### src/rtl/sb_rdi_cfg_pkg.sv
// Shared types and helpers for the RDI sideband config TX arbiter.
package sb_rdi_cfg_pkg;

  localparam int MSG_W = 64;

  typedef enum logic [1:0] {
    IDLE = 2'd0,
    SEND = 2'd1,
    GAP  = 2'd2
  } state_e;

  typedef enum logic {
    SRC_RX_FWD = 1'b0,
    SRC_LOC    = 1'b1
  } src_e;

  typedef struct packed {
    logic [MSG_W-1:0] data;
    logic [MSG_W-1:0] hdr;
    logic             has_data;
  } cfg_msg_t;

  // Beats needed for one message: header only, or header plus data.
  function automatic int beats_f(input int nc, input logic has_data);
    return (MSG_W / nc) * (has_data ? 2 : 1);
  endfunction

endpackage

### src/rtl/sb_rdi_cfg_tx_arbiter_serializer.sv
// Holds one captured message and walks it out NC bits at a time, header first.
module sb_rdi_cfg_serializer
  import sb_rdi_cfg_pkg::*;
#(
  parameter int NC = 32
) (
  input  logic          i_clk,
  input  logic          i_rst,
  input  logic          i_load,
  input  cfg_msg_t      i_msg,
  input  logic          i_advance,
  output logic [NC-1:0] o_beat,
  output logic          o_last
);

  localparam int BEATS = MSG_W / NC;
  localparam int CW    = $clog2(2 * BEATS) + 1;

  logic [2*BEATS-1:0][NC-1:0] words_q, words_d;
  logic                       has_data_q, has_data_d;
  logic [CW-1:0]              cnt_q, cnt_d;
  logic [CW-1:0]              total;

  assign total  = CW'(beats_f(NC, has_data_q));
  assign o_last = (cnt_q == total - 1'b1);
  // Counter tops out at 2*BEATS-1, so the low CW-1 bits always address a word.
  assign o_beat = words_q[cnt_q[CW-2:0]];

  always_comb begin
    words_d    = words_q;
    has_data_d = has_data_q;
    cnt_d      = cnt_q;
    if (i_load) begin
      words_d    = {i_msg.data, i_msg.hdr};
      has_data_d = i_msg.has_data;
      cnt_d      = '0;
    end else if (i_advance) begin
      cnt_d = o_last ? '0 : cnt_q + 1'b1;
    end
  end

  always_ff @(posedge i_clk) begin
    if (i_rst) begin
      words_q    <= '0;
      has_data_q <= 1'b0;
      cnt_q      <= '0;
    end else begin
      words_q    <= words_d;
      has_data_q <= has_data_d;
      cnt_q      <= cnt_d;
    end
  end

endmodule

### src/rtl/sb_rdi_cfg_tx_arbiter.sv
// Credit-gated two-source arbiter onto the RDI pl_cfg sideband path.
// Define SB_ARB_STRICT_PRIO_EN for fixed RX_FWD priority instead of round robin.
module sb_rdi_cfg_tx_arbiter
  import sb_rdi_cfg_pkg::*;
#(
  parameter int NC = 32
) (
  input  logic          i_clk,
  input  logic          i_rst,
  input  logic          i_rx_fwd_vld,
  input  logic [63:0]   i_rx_fwd_hdr,
  input  logic [63:0]   i_rx_fwd_data,
  input  logic          i_rx_fwd_has_data,
  output logic          o_rx_fwd_ack,
  input  logic          i_loc_vld,
  input  logic [63:0]   i_loc_hdr,
  input  logic [63:0]   i_loc_data,
  input  logic          i_loc_has_data,
  output logic          o_loc_ack,
  input  logic          i_adapter_is_full,
  output logic          o_crd_consume,
  output logic [NC-1:0] o_pl_cfg,
  output logic          o_pl_cfg_vld,
  output logic          o_busy
);

  state_e        state_q, state_d;
  src_e          rr_last_q, rr_last_d;
  logic          ack_rx_q, ack_rx_d;
  logic          ack_loc_q, ack_loc_d;
  logic          consume_q, consume_d;
  logic          capture, grant_loc;
  logic          ser_load, ser_adv, ser_last;
  logic [NC-1:0] ser_beat;
  cfg_msg_t      rx_msg, loc_msg, win_msg;

  assign rx_msg  = '{data: i_rx_fwd_data, hdr: i_rx_fwd_hdr, has_data: i_rx_fwd_has_data};
  assign loc_msg = '{data: i_loc_data, hdr: i_loc_hdr, has_data: i_loc_has_data};

`ifdef SB_ARB_STRICT_PRIO_EN
  assign grant_loc = i_loc_vld & ~i_rx_fwd_vld;
`else
  // On contention the source that did not win last time goes next.
  assign grant_loc = i_loc_vld & (~i_rx_fwd_vld | (rr_last_q == SRC_RX_FWD));
`endif

  assign win_msg = grant_loc ? loc_msg : rx_msg;
  assign capture = (state_q == IDLE) & (i_rx_fwd_vld | i_loc_vld) & ~i_adapter_is_full;

  always_comb begin
    state_d   = state_q;
    rr_last_d = rr_last_q;
    ack_rx_d  = 1'b0;
    ack_loc_d = 1'b0;
    consume_d = 1'b0;
    ser_load  = 1'b0;
    ser_adv   = 1'b0;
    case (state_q)
      IDLE: begin
        if (capture) begin
          ser_load  = 1'b1;
          ack_loc_d = grant_loc;
          ack_rx_d  = ~grant_loc;
          consume_d = 1'b1;
`ifndef SB_ARB_STRICT_PRIO_EN
          rr_last_d = grant_loc ? SRC_LOC : SRC_RX_FWD;
`endif
          state_d   = SEND;
        end
      end
      SEND: begin
        ser_adv = 1'b1;
        if (ser_last) state_d = GAP;
      end
      // One dead cycle forces a fresh pl_cfg_vld rising edge per message.
      GAP:     state_d = IDLE;
      default: state_d = IDLE;
    endcase
  end

  always_ff @(posedge i_clk) begin
    if (i_rst) begin
      state_q   <= IDLE;
      rr_last_q <= SRC_LOC;
      ack_rx_q  <= 1'b0;
      ack_loc_q <= 1'b0;
      consume_q <= 1'b0;
    end else begin
      state_q   <= state_d;
      rr_last_q <= rr_last_d;
      ack_rx_q  <= ack_rx_d;
      ack_loc_q <= ack_loc_d;
      consume_q <= consume_d;
    end
  end

  sb_rdi_cfg_serializer #(.NC(NC)) u_ser (
    .i_clk     (i_clk),
    .i_rst     (i_rst),
    .i_load    (ser_load),
    .i_msg     (win_msg),
    .i_advance (ser_adv),
    .o_beat    (ser_beat),
    .o_last    (ser_last)
  );

  assign o_pl_cfg_vld  = (state_q == SEND);
  assign o_pl_cfg      = o_pl_cfg_vld ? ser_beat : '0;
  assign o_busy        = (state_q != IDLE);
  assign o_rx_fwd_ack  = ack_rx_q;
  assign o_loc_ack     = ack_loc_q;
  assign o_crd_consume = consume_q;

endmodule
### config.mk
export PLATFORM = sky130hd
export DESIGN_NAME = sb_rdi_cfg_tx_arbiter
export DESIGN_NICKNAME = d
export VERILOG_FILES = /design/src/rtl/sb_rdi_cfg_pkg.sv /design/src/rtl/sb_rdi_cfg_tx_arbiter_serializer.sv /design/src/rtl/sb_rdi_cfg_tx_arbiter.sv
export SDC_FILE = /design/constraint.sdc
export NUM_CORES = 1
export LEC_CHECK = 0
export CAP_MARGIN = 20
export CORE_ASPECT_RATIO = 2
export CORE_MARGIN = 10
export CORE_UTILIZATION = 46
export DETAILED_ROUTE_END_ITERATION = 10
export GPL_TIMING_DRIVEN = 0
export PLACE_DENSITY = 0.86
export SLEW_MARGIN = 20
export SYNTH_ARGS = -nofsm -noshare
export SYNTH_HDL_FRONTEND = slang
export SYNTH_SLANG_ARGS = --single-unit
### constraint.sdc
create_clock -name i_clk -period 3 [get_ports i_clk]
set_input_delay 0.6 -clock i_clk [delete_from_list [all_inputs] [get_ports i_clk]]
set_output_delay 0.6 -clock i_clk [all_outputs]
set_load 0.03 [all_outputs]
==> results of run 1 <==
[layout by cell type, fill, tap and decap left out, types with 2 or more instances in the layout]
cell type	netlist	layout
clkinv_4	0	4
mux2i_1	129	129
clkinv_2	0	3
clkbuf_16	0	17
nand2_1	2	2
nor2_1	3	3
clkbuf_2	0	4
dfxtp_1	138	138
o2bb2ai_1	69	69
buf_4	0	3
a21oi_1	2	2
clkbuf_1	24	21
buf_6	8	10
o31ai_1	2	2
and2_1	32	32
inv_1	4	4
dlygate4sd2_1	0	28
buf_2	18	14
clkdlybuf4s50_1	0	270
bufinv_16	0	5
o2bb2ai_2	60	60
buf_1	5	4
mux4_2	32	32
[Yosys cell counts, types with 3 or more instances]
cell	n	share of area (%)
buf_6	8	1.3
buf_2	18	1.3
o2bb2ai_1	69	8.7
dfxtp_1	138	40
clkbuf_1	24	1.3
o2bb2ai_2	60	13
mux4_2	32	10
and2_1	32	2.9
mux2i_1	129	19
nor2_1	3	0.16
buf_1	5	0.27
inv_1	4	0.22
[per-layer routing]
metal  up-vias  global-route usage, %
met2       248                   48.2
li1       2756                      -
met3        53                   5.63
met1      2983                   25.5
met5         -                      0
met4         0                   12.0
[sequential cells by signal (all words and copies together) (netlist names)]
signal            cells
o_rx_fwd_ack          1
u_ser.words_q       128
o_crd_consume         1
rr_last_q             1
u_ser.cnt_q           3
o_loc_ack             1
u_ser.has_data_q      1
state_q               2
[timing repair]
| action | 4_1_cts | 5_1_grt |
|---|---|---|
| endpoints found under the setup margin | 29 | 1 |
| gates cloned | 0 | 0 |
| resized for setup | 40 | 2 |
[kinds of logic (layout without fill, tap and decap cells)]
kind of cell               after synthesis  after routing
muxes                                  161            161
xor gates and xnor gates                 2              2
AOI/OAI and AO/OA                      138            138
adders and majority gates                1              1
and+or+nand+nor                         44             44
DFF                                    138            138
buffers and inverters                   60            389
[power groups by stage]
stage / Clock [mW] / Combinational (mW) / Sequential [mW]
3_5_place_dp: 0 / 1.20 / 2.11
6_report: 2.24 / 1.20 / 2.08
4_1_cts: 2.25 / 1.21 / 2.08
5_1_grt: 2.32 / 1.27 / 2.09
3_3_place_gp: 0 / 1.17 / 2.10
2_1_floorplan: 0 / 0.620 / 2.09
[layout make-up]
cell class | count | area share, %
timing repair buffer | 299 | 27.4
buffer | 55 | 2.92
inverter | 5 | 0.208
clock inverter | 12 | 1.85
clock buffer | 18 | 3.97
tap | 195 | 2.26
multi-input combinational | 346 | 35.9
sequential | 138 | 25.5
[stage by stage]
stage | utilization, % | area [µm²] | setup TNS [ns] | hold slack (ns)
detailed placement | 68.8 | 10200 | -1.50 | 0.441
CTS | 72.9 | 10800 | 0 | 0.462
global route | 73.0 | 10800 | -0.0147 | 0.480
global placement | 68.8 | 10200 | -0.522 | 0.439
floorplan | - | 6950 | 0 | 0.427
finish | 73.0 | 10800 | 0 | 0.460
[final timing paths]
| kind | from | end | slack [ns] |
|---|---|---|---|
| hold reg to reg | u_ser.words_q[124]$_SDFFE_PP0P_ | u_ser.words_q[124]$_SDFFE_PP0P_ | 0.46 |
| setup reg to reg | state_q[0]$_SDFFE_PP0P_ | u_ser.words_q[9]$_SDFFE_PP0P_ | 0.95 |
| setup / recovery | state_q[1]$_SDFFE_PP0P_ | o_pl_cfg_vld | 0.04 |
| hold / removal | u_ser.words_q[124]$_SDFFE_PP0P_ | u_ser.words_q[124]$_SDFFE_PP0P_ | 0.46 |
[worst max-delay path: stages, from the launching register on]
cell	delay (ns)
dfxtp_1	0.32
nand2b_1	0.23
clkinvlp_4	0.21
clkbuf_1	0.40
clkdlybuf4s50_1	0.77
==> flow_metrics.py, run 1 <==
metrics = {
    "die": {
        "core_um2": 14800,
        "die_y_um": 194,
        "die_x_um": 107,
        "start_util_pct": 46.9,
        "num_rows": 63,
        "io_pins": 300,
        "die_area_um2": 20700,
    },
    "setup_path": {
        "cp.required_ns": 2.40,
        "crit_fanout": 10,
        "crit_path_end_kind": "output pin",
        "path_class": "reg -> out",
        "start_kind": "register",
        "worst_r2r_path_depth": 5,
        "arrival_ns": 2.36,
    },
    "synth": {
        "synthAdderAreaFrac_pct": 0.180,
        "syn_inst": 544,
        "synth_top_family_by_area": "multiplexers",
        "synth_area_um2": 6950,
        "yosys.area_share.simple_pct": 3.83,
        "synth_compound_area_share_pct": 22.6,
        "synth_nets": 808,
        "ys_types": 31,
        "async_flop_share_pct": 0,
        "synth-edff-count": 0,
        "synth_mux_area_share_pct": 28.9,
        "synth_xor_area_share_pct": 0.252,
        "ys_ff_latch": 138,
        "avgSynthCellArea_um2": 12.8,
        "ys.warnings.count": 0,
        "yosys_most_used_dff": "dfxtp_1",
        "synth_seq_area_share_pct": 39.7,
    },
    "placed_design": {
        "gp_congestion": 0.856,
        "port_buffers": 299,
        "dp_hpwl_um": 21400,
        "dp.cells": 1038,
        "pre_cts_ws_ns": -0.138,
    },
    "cts": {
        "root_buffer": "clkbuf_16",
        "cts_setup_buffers": 0,
        "clk_latency_ns": 0.41,
        "cts.sinks": 138,
        "h-tree-depth": 4,
        "cts_tree": "built",
        "cts_max_path_buffers": 2,
        "ctsHoldBuffers": 0,
        "cts_made_buffers": 17,
        "clk_pin_slew_worst_paths_ns": 0.05,
    },
    "drt": {
        "drc": 0,
        "top_layer_used": "met4",
        "wl_met3_um": 1370,
        "drtPass1Iterations": 4,
        "ant_nets": 0,
        "met1_length_um": 9360,
        "avgRoutedWirePerCell_um": 25.3,
        "viasPerCell": 5.66,
        "dr_wl_met2_um": 15300,
        "routed_wl_um": 27000,
        "drt_iter0_markers": 257,
        "dr_total_vias": 6040,
    },
    "final_layout": {
        "fin_cells": 1068,
        "regArea_um2": 2760,
        "fin_nets": 1126,
        "area_delta_synth_final_pct": 55.6,
        "multi_input_area_um2": 3880,
        "diodes": 0,
        "fillerInstances": 1110,
        "drive_above_1_share_pct": 17.6,
    },
    "global_routing": {
        "grt_usage_pct": 25.7,
        "antenna_found_initial": 0,
        "overflow": 0,
        "grt_first_pass_wirelength_um": 41300,
        "grt_max_degree": 17,
        "grt_pass1_vias": 7062,
    },
    "sta": {
        "fmax_mhz": 338,
        "setup_viol": 0,
        "max_slew_margin_pct": 39.7,
        "finalHoldViolCount": 0,
        "finalMaxSlewViolations": 0,
        "worst_pin_slew_ns": 0.905,
        "fin_crit_ns": 2.96,
        "post-route-period-util_pct": 98.6,
        "setup_slack_ns": 0.0415,
        "clock_skew_ns": 0.00710,
    },
    "power": {
        "ir_drop_mv": 0.410,
        "clockPowerShare_pct": 40.6,
        "power_switching_mw": 1.42,
        "power_frac_seq_pct": 37.7,
        "intPower_mw": 4.11,
        "total_power_mw": 5.53,
        "p_comb_share_pct": 21.8,
        "p_leak_nw": 4.12,
        "switching_share_pct": 25.7,
        "power_density_nw_per_um2": 511,
    },
    "min_path": {
        "hp-class": "reg -> reg",
        "worstHoldPathCells": 1,
    },
    "status": {
        "status": "completed",
    },
    "job": {
        "maxCapViolations": 0,
    },
}
Note: power is estimated with default switching activity, not from simulation.
==> run 2: changes to the inputs <==
Settings changed: CAP_MARGIN 20 to default.
==> results of run 2 <==
No change in the layout: final DEF, timing and power equal those of run 1.
